==> src/rtl/uart_rx.sv <==
// UART receiver, 8N1, LSB first, with a fixed integer clock-per-bit divider.
//
// Ports:
//   clk      - single clock, all state changes on its rising edge
//   rst      - synchronous active-high reset
//   RX       - asynchronous serial line, idle high
//   clr_rdy  - one-cycle acknowledge of the received byte; clears rdy and ovr
//   rx_data  - last received byte, held until the next byte completes
//   rdy      - a byte is available in rx_data
//   frm_err  - the last byte had its stop bit sampled low
//   ovr      - a byte completed while rdy was still set
//
// A falling edge on the synchronized line starts a half-bit wait to the middle of
// the start bit. After that the line is sampled once every BAUD_DIV cycles for the
// 8 data bits and the stop bit.
module uart_rx #(
    parameter int unsigned BAUD_DIV = 5208
) (
    input  logic       clk,
    input  logic       rst,
    input  logic       RX,
    input  logic       clr_rdy,
    output logic [7:0] rx_data,
    output logic       rdy,
    output logic       frm_err,
    output logic       ovr
);

    localparam int unsigned CntW = $clog2(BAUD_DIV) + 1;
    // Counter reload values; a sample is taken in the cycle where the counter reads zero.
    localparam logic [CntW-1:0] HalfLoad = CntW'(BAUD_DIV / 2 - 1);
    localparam logic [CntW-1:0] FullLoad = CntW'(BAUD_DIV - 1);

    typedef enum logic [1:0] {
        StIdle,
        StStart,
        StData,
        StStop
    } state_e;

    state_e          state_q;
    logic [1:0]      sync_q;
    logic            rx_s;
    logic            armed_q;
    logic [CntW-1:0] cnt_q;
    logic [3:0]      bit_cnt_q;
    logic [7:0]      shift_q;

    // Two-flop synchronizer; reset to the idle (high) line level.
    always_ff @(posedge clk) begin
        if (rst) begin
            sync_q <= 2'b11;
        end else begin
            sync_q <= {sync_q[0], RX};
        end
    end

    assign rx_s = sync_q[1];

    always_ff @(posedge clk) begin
        if (rst) begin
            state_q   <= StIdle;
            armed_q   <= 1'b0;
            cnt_q     <= '0;
            bit_cnt_q <= '0;
            shift_q   <= '0;
            rx_data   <= '0;
            rdy       <= 1'b0;
            frm_err   <= 1'b0;
            ovr       <= 1'b0;
        end else begin
            // A completion in the stop state below overrides this clear.
            if (clr_rdy) begin
                rdy <= 1'b0;
                ovr <= 1'b0;
            end

            unique case (state_q)
                StIdle: begin
                    cnt_q     <= '0;
                    bit_cnt_q <= '0;
                    // armed_q remembers a high line during a previous idle cycle, so a
                    // line still low after a frame cannot look like a new start edge.
                    if (armed_q && !rx_s) begin
                        state_q <= StStart;
                        cnt_q   <= HalfLoad;
                        armed_q <= 1'b0;
                    end else begin
                        armed_q <= rx_s;
                    end
                end

                StStart: begin
                    if (cnt_q != '0) begin
                        cnt_q <= cnt_q - 1'b1;
                    end else if (rx_s) begin
                        // False start: glitch shorter than half a bit.
                        state_q <= StIdle;
                    end else begin
                        state_q <= StData;
                        cnt_q   <= FullLoad;
                    end
                end

                StData: begin
                    if (cnt_q != '0) begin
                        cnt_q <= cnt_q - 1'b1;
                    end else begin
                        shift_q <= {rx_s, shift_q[7:1]};
                        cnt_q   <= FullLoad;
                        if (bit_cnt_q == 4'd7) begin
                            state_q   <= StStop;
                            bit_cnt_q <= '0;
                        end else begin
                            bit_cnt_q <= bit_cnt_q + 4'd1;
                        end
                    end
                end

                StStop: begin
                    if (cnt_q != '0) begin
                        cnt_q <= cnt_q - 1'b1;
                    end else begin
                        rx_data <= shift_q;
                        frm_err <= ~rx_s;
                        rdy     <= 1'b1;
                        // An acknowledge in this same cycle leaves ovr as it was.
                        ovr     <= ovr | (rdy & ~clr_rdy);
                        cnt_q   <= '0;
                        state_q <= StIdle;
                    end
                end

                default: begin
                    state_q <= StIdle;
                end
            endcase
        end
    end

endmodule

==> config.mk <==
export PLATFORM = sky130hd
export DESIGN_NAME = uart_rx
export DESIGN_NICKNAME = d
export VERILOG_FILES = /design/src/rtl/uart_rx.sv
export SDC_FILE = /design/constraint.sdc
export NUM_CORES = 1
export LEC_CHECK = 0
export ABC_AREA = 1
export BUFFER_PORTS_ARGS = -buffer_cell sky130_fd_sc_hd__buf_4
export CAP_MARGIN = 20
export CORE_MARGIN = 3
export CORE_UTILIZATION = 50
export CTS_BUF_LIST = sky130_fd_sc_hd__clkbuf_16
export CTS_CLUSTER_SIZE = 25
export DETAILED_ROUTE_END_ITERATION = 10
export HOLD_SLACK_MARGIN = 0.03
export PLACE_DENSITY = 0.71
export SLEW_MARGIN = 20
export SYNTH_ARGS = -nofsm -noshare
export SYNTH_HDL_FRONTEND = slang
export SYNTH_SLANG_ARGS = --single-unit
==> constraint.sdc <==
create_clock -name clk -period 1.5 [get_ports clk]
set_input_delay 0 -clock clk [delete_from_list [all_inputs] [get_ports clk]]
set_output_delay 0 -clock clk [all_outputs]
set_load 0.05 [all_outputs]
==> flow_metrics.py, run 1 <==
metrics = {
    "outcome": {
        "status": "complete, but fails checks",
        "failed_checks": "setup timing",
    },
    "flow_run": {
        "maxCapViolCount": 0,
    },
    "setup_path": {
        "worstRegToRegCells": 9,
        "crit_end": "cnt_q[13]",
        "required_ns": 1.68,
        "slowest_stage": "dfxtp_1",
        "cp_slowest_stage_delay_ns": 0.36,
        "worstPathArrival_ns": 1.71,
        "worstReg2RegEnd": "cnt_q[13]",
        "cp-start-kind": "flip-flop",
        "rr_startpoint": "cnt_q[2]",
        "cpLargestDelayFamily": "simple AND/OR/NAND/NOR gates",
        "crit_type": "flip-flop to flip-flop",
        "path_buf_inv": 2,
        "endpoint_kind": "flip-flop",
        "worstPathMaxFanout": 4,
        "crit_start": "cnt_q[2]",
        "cp_num_cells": 9,
        "crit_chain": "nor2_2 -> nand2_4 -> nor2_4 -> nand3b_1 -> buf_4 -> nand3_2 -> nand2_1 -> inv_1 -> nor2_1",
        "rrSetupSlack_ns": -0.03,
    },
    "detailed_routing": {
        "drt-total-wl_um": 5520,
        "detail_route.wl_per_cell_um": 13.5,
        "drtIter0Drc": 105,
        "drc": 0,
        "dr_total_vias": 2174,
        "vias_per_cell": 5.33,
        "first_pass_iters": 4,
        "ant_nets": 0,
    },
    "timing": {
        "fin_crit_sh": 1.02,
        "max_freq_mhz": 653,
        "tns_ns": -0.0948,
        "hold_viol": 0,
        "setup_viol": 4,
        "fin_skew_ns": 0.00335,
        "tightest_slew_ns": 0.327,
        "maxSlewViolCount": 0,
        "final.setup.worst_slack_ns": -0.0319,
        "rsz0062_at_grt": "yes",
        "timing.slew.headroom": 0.781,
        "period_needed_ns": 1.53,
    },
    "cts": {
        "cts_tree": "built",
        "path_clk_slew_ns": 0.06,
        "h-tree-depth": 2,
        "cts-root-buf": "clkbuf_16",
        "clock_latency_ns": 0.28,
        "clkSinkCount": 42,
        "numCtsBuffers": 5,
        "clk_path_buf_depth": 2,
    },
    "cells_and_area": {
        "nets": 369,
        "antenna_cells": 0,
        "fill_cells": 349,
        "area_growth_pct": 34.1,
        "drive_gt1_frac": 0.299,
        "multi_input_area_um2": 1290,
        "regArea_um2": 847,
    },
    "synthesis": {
        "syn_inst": 307,
        "ys_warn_count": 0,
        "synth.area.top_cells": "dfxtp_1 (40%), nand2_1 (11%), nor2_1 (9.0%)",
        "yosysUniqueCellTypes": 22,
        "synth_area_per_cell_um2": 6.89,
        "synth_seq_cells": 42,
        "ys_seq_area_frac": 0.397,
        "synth_area_leader_cell": "dfxtp_1",
        "yosys.area.top_type_share": 0.397,
        "synth.cell_area_um2": 2120,
        "synth_nets": 319,
    },
    "global_route": {
        "gr-total-overflow": 0,
        "grt_pass1_vias": 2071,
        "grt_max_degree": 19,
        "gr-usage-met2": 0.409,
        "grt_util_met1": 0.263,
        "grt_use_met3": 0.0455,
        "grt_pass1_wl_um": 9210,
        "grt_use_total": 0.230,
        "antenna_found_initial": 0,
        "top_usage_layer": "met2",
    },
    "floorplanning": {
        "core_um2": 4030,
        "fp.dieW_um": 71.1,
        "die_area_um2": 5050,
        "start_util": 0.525,
        "die_y_um": 71.1,
        "io_pins": 15,
        "rows": 23,
    },
    "pwr": {
        "internal_power_mw": 3.28,
        "pwr-share-clk": 0.174,
        "sw_frac_of_total": 0.438,
        "p_leak_nw": 1.30,
        "power_frac_seq": 0.234,
        "pwr-share-comb": 0.591,
        "p_sw_mw": 2.56,
        "powerDensity_nw_per_um2": 2060,
        "vdd_drop_max_uv": 1260,
    },
    "place": {
        "portBuffers": 14,
        "dpl.hpwl_um": 3780,
        "dp_slack_ns": -0.0485,
        "gp_congestion": 0.889,
    },
    "hold_path": {
        "hp-class": "primary input to flip-flop",
    },
}
==> final cells by class <==
class / instances / area share
multi-input combinational: 231 / 0.456
sequential: 42 / 0.299
timing repair buffer: 49 / 0.137
clock buffer: 5 / 0.0441
inverter: 28 / 0.0379
tap: 50 / 0.0220
clock inverter: 3 / 0.00441
==> cell families (layout without fill, tap and decap cells) <==
family	Yosys count	count (layout)	synth area share
flip-flops	42	42	0.397
buffers and inverters	36	85	0.0680
XOR/XNOR	5	5	0.0207
AND/OR/NAND/NOR	177	179	0.374
AO/OA/AOI/OAI	39	39	0.0923
adder cells (fa/ha/maj)	8	8	0.0473
==> metal layers <==
metal / vias to the layer above / wire (um)
li1: 1094 / -
met1: 1037 / 2310
met2: 32 / 2950
met3: 11 / 128
met4: 0 / 127
met5: - / 0
==> power groups by stage <==
| stage | registers [mW] | logic (mW) | clock network (mW) |
|---|---|---|---|
| CTS | 1.35 | 2.85 | 1.04 |
| floorplan | 1.40 | 1.86 | 0 |
| detailed placement | 1.37 | 2.76 | 0 |
| global placement | 1.36 | 2.70 | 0 |
| finish | 1.37 | 3.45 | 1.02 |
| global route | 1.39 | 3.83 | 1.07 |
==> per-stage QoR <==
step	cell area (um^2)	hold WS, ns	util	std cells	power (mW)
CTS	2650	0.0320	0.657	404	5.23
floorplan	2120	0.104	-	307	3.26
global placement	2470	0.184	0.614	393	4.06
detailed placement	2470	0.190	0.614	393	4.13
finish	2840	0.0296	0.704	408	5.84
global route	2840	0.0500	0.704	408	6.29
==> Yosys cell counts <==
library cell / instances
clkbuf_1: 6
nand2_4: 1
o21ai_0: 19
buf_6: 1
nor2_2: 3
nor2_4: 4
inv_1: 28
and2_1: 1
nand4_1: 5
xnor2_1: 3
dfxtp_1: 42
nand2_1: 63
nor3_1: 19
nor2_1: 51
buf_2: 1
nand3_1: 26
or2_2: 2
xor2_1: 2
a21oi_1: 20
ha_1: 8
nand2_2: 1
nand3b_1: 1
==> placed cells by master (no fill, tap or decap) <==
cell           netlist  layout
nand4_1              5       5
inv_2                0       5
dfxtp_1             42      39
o21ai_1              0       1
nor3_1              19      12
nor2_1              51      43
xor2_1               2       2
nand2_1             63      56
nor2_4               4       6
nand2_4              1       1
clkinv_1             0       1
dfxtp_2              0       2
dfxtp_4              0       1
and2_1               1       1
nand2_2              1       7
nand3b_1             1       1
o21ai_0             19      17
buf_6                1       4
or2_2                2       2
xnor2_1              3       3
dlygate4sd3_1        0       2
nand3_2              0       3
nand3_1             26      23
clkinv_2             0       1
nand2_8              0       1
a21oi_2              0       2
inv_4                0       1
a21oi_4              0       1
nor3_2               0       7
a21oi_1             20      17
clkbuf_16            0       5
ha_1                 8       5
o21ai_2              0       1
buf_4                0      43
ha_2                 0       2
inv_1               28      23
ha_4                 0       1
nor2_2               3      11
==> worst min path at each step <==
| stage | start | end | slack (ns) | cells past startpoint |
|---|---|---|---|---|
| 6_report | rst | bit_cnt_q[1] | 0.03 | 2 |
| 5_1_grt | rst | bit_cnt_q[3] | 0.05 | 2 |
| 4_1_cts | rst | cnt_q[3] | 0.03 | 2 |
| 3_5_place_dp | RX | sync_q[0] | 0.19 | 2 |
| 3_3_place_gp | RX | sync_q[0] | 0.18 | 2 |
| 2_1_floorplan | RX | sync_q[0] | 0.10 | 1 |
==> worst register-to-register path, stage by stage (launching register included) <==
cell	delay, ns
dfxtp_1	0.36
nor2_2	0.18
nand2_4	0.07
nor2_4	0.19
nand3b_1	0.23
buf_4	0.22
nand3_2	0.05
nand2_1	0.05
inv_1	0.05
nor2_1	0.03
==> flip-flops by register name, indices dropped and copies added, names as in the netlist, named ones only <==
| register | flops |
|---|---|
| cnt_q | 14 |
| sync_q | 2 |
| armed_q | 1 |
| rx_data | 8 |
| bit_cnt_q | 4 |
| state_q | 1 |
| shift_q | 8 |
| frm_err | 1 |
| rdy | 1 |
| ovr | 1 |
==> repair_timing <==
| action | 4_1_cts | 5_1_grt |
|---|---|---|
| gates resized for setup | 7 | 47 |
| endpoints found under the setup margin | 12 | 37 |
| pin swaps | 1 | 13 |
| hold buffers | 2 | 0 |
| setup buffers | 1 | 2 |
| cloned | 0 | 2 |
| endpoints found under the hold margin | 3 | 0 |
Note: power is estimated with default switching activity, not from simulation.
==> run 2: changes to the inputs <==
--- a/config.mk
+++ b/config.mk
@@ -8,13 +8,13 @@
 export ABC_AREA = 1
 export BUFFER_PORTS_ARGS = -buffer_cell sky130_fd_sc_hd__buf_4
 export CAP_MARGIN = 20
-export CORE_MARGIN = 3
-export CORE_UTILIZATION = 50
+export CORE_MARGIN = 5
+export CORE_UTILIZATION = 53
 export CTS_BUF_LIST = sky130_fd_sc_hd__clkbuf_16
 export CTS_CLUSTER_SIZE = 25
 export DETAILED_ROUTE_END_ITERATION = 10
 export HOLD_SLACK_MARGIN = 0.03
-export PLACE_DENSITY = 0.71
+export PLACE_DENSITY = 0.74
 export SLEW_MARGIN = 20
 export SYNTH_ARGS = -nofsm -noshare
 export SYNTH_HDL_FRONTEND = slang
==> run 2 against run 1 <==
Compared with the run above:
- the run still ends with setup timing left
- design area down 1.5%
- die area grew 6.1%
- via count is 3.6% lower
- setup slack improved by 0.0014 ns
- hold slack is essentially flat
- power fell by 2.1%
- clock skew is 0.00084 ns higher
- fmax hardly changed
- sequential cell count unchanged
- non-clock buffer count grew 2
- critical path depth shrank 1
- critical path type unchanged
- critical endpoint is now cnt_q[0]
==> flow_metrics.py, run 2 (same netlist as run 1, synthesis figures left out) <==
metrics = {
    "outcome": {
        "status": "complete, but fails checks",
        "failed_checks": "setup timing",
    },
    "place": {
        "portBuffers": 14,
        "gp_congestion": 0.877,
        "dp_slack_ns": -0.0644,
        "dpl.hpwl_um": 3640,
    },
    "cells_and_area": {
        "largestRegisters": "cnt_q (14), rx_data (8), shift_q (8)",
        "utilization": 0.709,
        "mostFrequentLayoutCells": "nand2_1 (55), buf_4 (47), nor2_1 (46)",
        "regMostFlops": "cnt_q",
        "antenna_cells": 0,
        "nets": 371,
        "multi_input_area_um2": 1240,
        "drive_gt1_frac": 0.292,
        "final_common_cell": "nand2_1",
        "area_growth_pct": 32.2,
        "regArea_um2": 848,
        "largest_reg_flops": 14,
        "fill_cells": 331,
    },
    "setup_path": {
        "worstPathArrival_ns": 1.74,
        "crit_chain": "inv_2 -> ha_1 -> inv_2 -> a21oi_2 -> buf_4 -> buf_4 -> nand3_1 -> a21oi_2",
        "worstPathMaxFanout": 4,
        "cp_slowest_stage_delay_ns": 0.35,
        "slowest_stage": "dfxtp_2",
        "required_ns": 1.71,
        "cp-start-kind": "flip-flop",
        "crit_type": "flip-flop to flip-flop",
        "endpoint_kind": "flip-flop",
    },
    "cts": {
        "numCtsBuffers": 5,
        "h-tree-depth": 2,
        "cts_tree": "built",
        "path_clk_slew_ns": 0.06,
        "clkSinkCount": 42,
        "clock_latency_ns": 0.28,
        "clk_path_buf_depth": 2,
        "cts-root-buf": "clkbuf_16",
    },
    "timing": {
        "final.setup.worst_slack_ns": -0.0305,
        "hold_viol": 0,
        "fin_skew_ns": 0.00419,
        "max_freq_mhz": 653,
        "fin_crit_sh": 1.02,
        "maxSlewViolCount": 0,
        "whs_ns": 0.0298,
        "rsz0062_at_grt": "yes",
        "setup_viol": 2,
        "tightest_slew_ns": 0.374,
        "period_needed_ns": 1.53,
        "timing.slew.headroom": 0.750,
    },
    "flow_run": {
        "maxCapViolCount": 0,
    },
    "floorplanning": {
        "start_util": 0.537,
        "core_um2": 3940,
        "rows": 23,
        "fp.dieW_um": 73.2,
        "die_area_um2": 5360,
        "die_y_um": 73.2,
        "io_pins": 15,
    },
    "pwr": {
        "p_total_mw": 5.72,
        "vdd_drop_max_uv": 1330,
        "p_leak_nw": 1.30,
        "powerDensity_nw_per_um2": 2040,
    },
    "hold_path": {
        "hp-class": "primary input to flip-flop",
    },
    "detailed_routing": {
        "detail_route.wl_per_cell_um": 13.2,
        "drtIter0Drc": 96,
        "drc": 0,
        "drt-total-wl_um": 5410,
        "dr_total_vias": 2095,
        "vias_per_cell": 5.12,
        "ant_nets": 0,
        "first_pass_iters": 4,
    },
    "global_route": {
        "grt_pass1_vias": 2070,
        "grt_max_degree": 26,
        "grt_pass1_wl_um": 9250,
        "antenna_found_initial": 0,
        "gr-total-overflow": 0,
        "grt_use_total": 0.218,
    },
}
[run 2: repair_timing]
| item | CTS | global route |
|---|---|---|
| gates resized for setup | 9 | 35 |
| hold endpoints to repair | 3 | 0 |
| cloned | 0 | 2 |
| setup endpoints to repair | 13 | 37 |
| pin swaps | 5 | 9 |
| buffers inserted | 0 | 4 |
| hold buffers | 2 | 0 |
[run 2: path summary, 6_finish.rpt]
kind | from | end | slack [ns] | cells after the start
worst min register to register | sync_q[0] | sync_q[1] | 0.43 | 1
worst min-delay path | rst | cnt_q[11] | 0.03 | 2
worst max-delay path | flip-flop | cnt_q[0] | -0.03 | 8
worst max register to register | flip-flop | cnt_q[0] | -0.03 | 8
[run 2: final cells by class]
class / count / area share
clock inverters: 2 / 0.00537
repair buffers: 51 / 0.141
multi-input cells: 231 / 0.444
flip-flops and latches: 42 / 0.303
clock buffers: 5 / 0.0447
well taps: 50 / 0.0224
inverters: 28 / 0.0385
[run 2: critical path: cells and delay by family (launching register included)]
| family | cells | cell delay, ns |
|---|---|---|
| AND/OR/NAND/NOR | 1 | 0.09 |
| buffers and inverters | 4 | 0.36 |
| adder cells (fa/ha/maj) | 1 | 0.28 |
| AO/OA/AOI/OAI | 2 | 0.38 |
| flip-flops | 1 | 0.35 |
[run 2: power breakdown]
part | internal [mW] | switching (mW) | total, mW
Sequential | 1.26 | 0.0962 | 1.35
Clock | 0.606 | 0.424 | 1.03
Combinational | 1.39 | 1.94 | 3.33
[run 2: per-stage QoR]
stage	instances	setup TNS [ns]	cell area, um^2
finish	409	-0.0609	2800
global route	409	-1.22	2800
CTS	403	0	2650
detailed placement	394	-0.393	2480
global placement	394	-0.127	2480
floorplan	307	0	2120
[run 2: routing by layer]
layer,vias to the layer above,GRT usage,wire [um]
met3,18,0.0482,124
met1,940,0.257,2440
met2,36,0.383,2680
li1,1101,-,-
met5,-,0,0
met4,0,0.0799,163
